<file path="config.mk">
export PLATFORM = sky130hd
export DESIGN_NAME = spi_dac_tx
export DESIGN_NICKNAME = d
export VERILOG_FILES = /design/src/rtl/spi_dac_tx.sv
export SDC_FILE = /design/constraint.sdc
export NUM_CORES = 1
export LEC_CHECK = 0
export BUFFER_PORTS_ARGS = -buffer_cell sky130_fd_sc_hd__buf_4
export CAP_MARGIN = 20
export CORE_ASPECT_RATIO = 0.7
export CORE_MARGIN = 2
export CORE_UTILIZATION = 35
export CTS_BUF_LIST = sky130_fd_sc_hd__clkbuf_4 sky130_fd_sc_hd__clkbuf_8
export DETAILED_ROUTE_END_ITERATION = 6
export GPL_TIMING_DRIVEN = 0
export MAX_ROUTING_LAYER = met4
export PLACE_DENSITY = 0.54
export SLEW_MARGIN = 30
export SYNTH_ARGS = -nofsm -noshare
export SYNTH_HDL_FRONTEND = slang
export SYNTH_SLANG_ARGS = --single-unit
</file>
<file path="constraint.sdc">
create_clock -name clk -period 4.07 [get_ports clk]
set_clock_uncertainty 0.1 [all_clocks]
set_input_delay 0.407 -clock clk [delete_from_list [all_inputs] [get_ports clk]]
set_output_delay 0.407 -clock clk [all_outputs]
set_load 0.02 [all_outputs]
</file>
<file path="src/rtl/spi_dac_tx.sv">
`default_nettype none
// ============================================================================
//  Module   : spi_dac_tx
//  Brief    : SPI write master for serial DACs with a one-entry pending word.
//  Revision : 1.0
// ============================================================================
module spi_dac_tx #(
    parameter int WIDTH = 16
) (
    input  logic             clk,
    input  logic             rst,
    input  logic [31:0]      clk_div,
    input  logic             start,
    input  logic [WIDTH-1:0] data,
    output logic             ready,
    output logic             busy,
    output logic             clk_spi,
    output logic             cs_spi,
    output logic             sd_spi,
    output logic             done
);

    localparam logic [2:0] c_IDLE  = 3'd0;
    localparam logic [2:0] c_LEAD  = 3'd1;
    localparam logic [2:0] c_SHIFT = 3'd2;
    localparam logic [2:0] c_TRAIL = 3'd3;
    localparam logic [2:0] c_GAP   = 3'd4;

    localparam int              c_BW       = $clog2(WIDTH);
    localparam logic [c_BW-1:0] c_BIT_LAST = c_BW'(WIDTH - 1);

    logic [2:0]       r_state;
    logic [2:0]       w_state_nxt;
    logic [31:0]      r_cnt;
    logic [31:0]      r_div;
    logic [c_BW-1:0]  r_bit;
    logic             r_phase;
    logic [WIDTH-1:0] r_shift;
    logic [WIDTH-1:0] r_pend;
    logic             r_pend_valid;

    logic        w_cnt_last;
    logic        w_accept;
    logic        w_load_direct;
    logic        w_unload;
    logic        w_load;
    logic [31:0] w_div_eff;

    assign w_div_eff     = (clk_div == 32'd0) ? 32'd1 : clk_div;
    assign w_cnt_last    = (r_cnt == r_div - 32'd1);
    assign w_unload      = (r_state == c_GAP) && w_cnt_last && r_pend_valid;
    assign w_accept      = start && ready;
    assign w_load_direct = w_accept && (r_state == c_IDLE);
    assign w_load        = w_load_direct || w_unload;

    always_ff @(posedge clk) begin
        if (rst) begin
            r_state <= c_IDLE;
        end else begin
            r_state <= w_state_nxt;
        end
    end

    always_comb begin
        w_state_nxt = r_state;
        case (r_state)
            c_IDLE:  if (w_load_direct) w_state_nxt = c_LEAD;
            c_LEAD:  if (w_cnt_last) w_state_nxt = c_SHIFT;
            c_SHIFT: if (w_cnt_last && r_phase && (r_bit == c_BIT_LAST)) w_state_nxt = c_TRAIL;
            c_TRAIL: if (w_cnt_last) w_state_nxt = c_GAP;
            c_GAP:   if (w_cnt_last) w_state_nxt = w_unload ? c_LEAD : c_IDLE;
            default: w_state_nxt = c_IDLE;
        endcase
    end

    // r_phase=0 is the low half of an SPI clock period; data advances on each rise.
    always_ff @(posedge clk) begin
        if (rst) begin
            r_cnt        <= 32'd0;
            r_div        <= 32'd1;
            r_bit        <= '0;
            r_phase      <= 1'b0;
            r_shift      <= '0;
            r_pend       <= '0;
            r_pend_valid <= 1'b0;
        end else begin
            if ((r_state == c_IDLE) || w_cnt_last) begin
                r_cnt <= 32'd0;
            end else begin
                r_cnt <= r_cnt + 32'd1;
            end

            if (w_load) begin
                r_div   <= w_div_eff;
                r_shift <= w_load_direct ? data : r_pend;
                r_bit   <= '0;
                r_phase <= 1'b0;
            end else if ((r_state == c_SHIFT) && w_cnt_last) begin
                r_phase <= ~r_phase;
                if (!r_phase) begin
                    r_shift <= {r_shift[WIDTH-2:0], 1'b0};
                end else if (r_bit != c_BIT_LAST) begin
                    r_bit <= r_bit + c_BW'(1);
                end
            end

            // A word arriving on the unload cycle refills the slot just vacated.
            if (w_accept && !w_load_direct) begin
                r_pend       <= data;
                r_pend_valid <= 1'b1;
            end else if (w_unload) begin
                r_pend_valid <= 1'b0;
            end
        end
    end

    always_comb begin
        ready   = !r_pend_valid || w_unload;
        busy    = (r_state != c_IDLE) || r_pend_valid;
        cs_spi  = (r_state == c_IDLE) || (r_state == c_GAP);
        clk_spi = !((r_state == c_SHIFT) && !r_phase);
        sd_spi  = ((r_state == c_LEAD) || (r_state == c_SHIFT)) && r_shift[WIDTH-1];
        done    = (r_state == c_GAP) && (r_cnt == 32'd0);
    end

endmodule
`default_nettype wire

</file>
==> flow_summary.ini <==
[global_route]
grt_pass1_vias = 5038
antenna_found_initial = 0
grt_max_degree = 18
gr-usage-all-layers_pct = 19.37
gr-total-overflow = 0
grt_pass1_wl_um = 27150

[cts]
cts-htree-levels = 3
cts_made_buffers = 9
clock_sinks = 105
clk_latency_ps = 380
cts_root_buffer = clkbuf_8
cts_hold_buffers = 0
clockBufferDepth = 2
cts.clk_slew.worst_paths_ps = 110
cts_tree = yes

[floorplan]
die_x_um = 159.7
ioPinCount = 57
core_area_mm2 = 0.01644
die_h_um = 113.0
fp-row-count = 39
dieArea_mm2 = 0.01804
initial_core_util_pct = 36.10

[setup_path]
required_ps = 3560
crit_fanout = 8
worstRegToRegCells = 11
path_cells = nor4_4 -> nand4_4 -> or3_1 -> a2111o_1 -> or4_1 -> nor3_4 -> nand2_2 -> o21ai_2 -> buf_4
arrival_ps = 3430
startpoint_type = flip-flop
cp-end-kind = primary output
crit_path_top_delay_cell = or4_1
criticalPathCategory = reg2out
slowest_delay_ps = 480

[synth]
synth.area.top_cells = dfxtp_1 35%, mux2i_1 8.4%, nor2_1 7.1%
synthTopCellsByCount = 113 x nor2_1, 105 x dfxtp_1, 50 x mux2i_1
yosys.area.top_type = dfxtp_1
synth_top_area_share_pct = 35.41
ys.flop_type = dfxtp_1
synth_nets = 748
syn_area_per_cell_um2 = 8.567
synth_edf_count = 0
synth_warnings = 0
syn_area_mm2 = 0.005937
synth_most_common_cell = nor2_1
ys_ff_latch = 105
ys_seq_area_share_pct = 35.41
ys_types = 70
syn_inst = 693
synthArstFlopShare_pct = 0

[timing]
setup_violations = 0
clock.fmax_mhz = 254.2
worst_slack_ps = 135.7
finalCriticalPeriod_ps = 3934
timing.hold.ws_ps = 169.5
finalMaxSlewViolations = 0
worstMarginPinSlew_ps = 636.5
fin_tns_setup_ps = 0
max-slew-margin-rel_pct = 56.97
hold_violations = 0
fin_crit_sh_pct = 96.67

[cells_and_area]
area_delta_synth_final_pct = 17.51
fillerInstances = 1669
n_antenna_cell = 0
fin_nets = 819
final_layout_size_suffix_gt1_share_pct = 15.08

[place]
port_buffers = 56
routabilityCongestion = 0.8368
place_ws_ps = -113.6
dp_hpwl_um = 12840

[power_and_ir_drop]
p_per_area_mw_per_mm2 = 341.1
leakagePower_nw = 2.492
vdd_drop_max_v = 0.0002035

[route]
drt-pass1-iter-count = 6
drtIter0Drc = 355
num_vias = 5274
route.detailed.drc = 0
viasPerCell = 5.306
routed_wl_um = 16650
drtAntennaViolNets = 0
wl_per_cell_um = 16.75

[outcome]
status = completed

[worst_hold_path]
hp-class = in2reg
hold_path_depth = 3

[job]
max_cap_viol_count = 0
==> critical path, delay by kind of cell (launching register included) <==
| family | cells | cell delay, ps |
|---|---|---|
| compound gates | 2 | 630 |
| flops | 1 | 380 |
| simple gates | 6 | 1880 |
| buf+inv | 1 | 160 |
==> worst paths after layout <==
check | from | to | slack (ps)
max | r_div[5] | ready | 140
min | clk_div[3] | r_div[3] | 170
max reg2reg | r_div[5] | r_div[15] | 160
min reg2reg | r_pend[1] | r_pend[1] | 380
==> power by group <==
group	leakage (nW)	internal [mW]	total (mW)	switching (mW)
combinational	1.53	0.231	0.505	0.274
clock	0.110	0.356	0.738	0.382
sequential	0.856	1.08	1.14	0.0584
total	2.49	1.67	2.38	0.714
==> cells in the final DEF (no fill, tap or decap), drive strengths merged, types with 3 or more instances in the layout <==
cell / Yosys / layout
or2: 5 / 5
and2: 3 / 3
nand3: 17 / 17
xnor2: 45 / 45
and3: 8 / 8
a31oi: 3 / 3
nor2b: 6 / 6
nand4: 17 / 17
mux2i: 50 / 50
o21ai: 10 / 10
nand2: 31 / 31
a31o: 3 / 3
or3: 12 / 12
a22oi: 13 / 13
inv: 13 / 14
dfxtp: 105 / 105
nor4b: 4 / 4
ha: 4 / 4
o31ai: 5 / 5
o22ai: 4 / 4
o21bai: 14 / 14
nand3b: 3 / 3
xor2: 21 / 21
clkbuf: 30 / 39
a41oi: 3 / 3
or4: 6 / 6
nor4: 23 / 23
nor3: 21 / 21
a211oi: 15 / 15
a21o: 3 / 3
nand2b: 36 / 36
buf: 8 / 69
a21oi: 10 / 10
nor2: 114 / 114
==> metal layers <==
layer	share of wire [%]	track usage, %	vias to the layer above	wire [um]
met3	5.9	3.702	12	988
met1	54	29.98	2512	9026
met2	39	25.74	142	6528
met5	0	-	-	0
li1	-	-	2608	-
met4	0.65	3.455	0	108
==> area by class of cell <==
class                           instances  area [um^2]  share of cell area, %
Buffer                                 37        195.2                  2.798
Multi-Input combinational cell        537         3667                  52.56
Timing Repair Buffer                   61        457.9                  6.564
Clock inverter                          6        90.09                  1.291
Sequential cell                       105         2105                  30.17
Clock buffer                           10        131.4                  1.883
Tap cell                              225        281.5                  4.035
Inverter                               13        48.80                 0.6994
==> cells by family (layout without fill, tap and decap cells) <==
logic type	count (synthesis)	in the layout	share of synthesized area (%)
xor+xnor	68	68	10.52
simple gates	316	316	28.33
flops	105	105	35.41
compound gates	99	99	12.31
fa+ha+maj	4	4	0.8430
mux	50	50	8.430
buf+inv	51	127	4.173
==> sequential cells by signal, indices dropped and copies added (netlist names) <==
| signal | flops |
|---|---|
| r_pend_valid | 1 |
| r_pend | 16 |
| r_cnt | 32 |
| r_bit | 4 |
| r_div | 32 |
| r_shift | 16 |
| r_phase | 1 |
| r_state | 3 |
==> repair_timing <==
| action | in CTS | in global routing |
|---|---|---|
| pin swaps | 1 | 5 |
| buffers inserted | 1 | 4 |
| resized for setup | 11 | 8 |
| endpoints found under the setup margin | 60 | 62 |
==> metrics by stage <==
step / power (mW) / instance area, um^2 / instances / utilization (%)
floorplan: 1.472 / 5937 / 693 / -
global placement: 1.613 / 6639 / 974 / 40.37
detailed placement: 1.627 / 6639 / 974 / 40.37
CTS: 2.383 / 6925 / 991 / 42.11
global route: 2.493 / 6977 / 994 / 42.43
finish: 2.380 / 6977 / 994 / 42.43
Power figures use the tool's default switching activity.
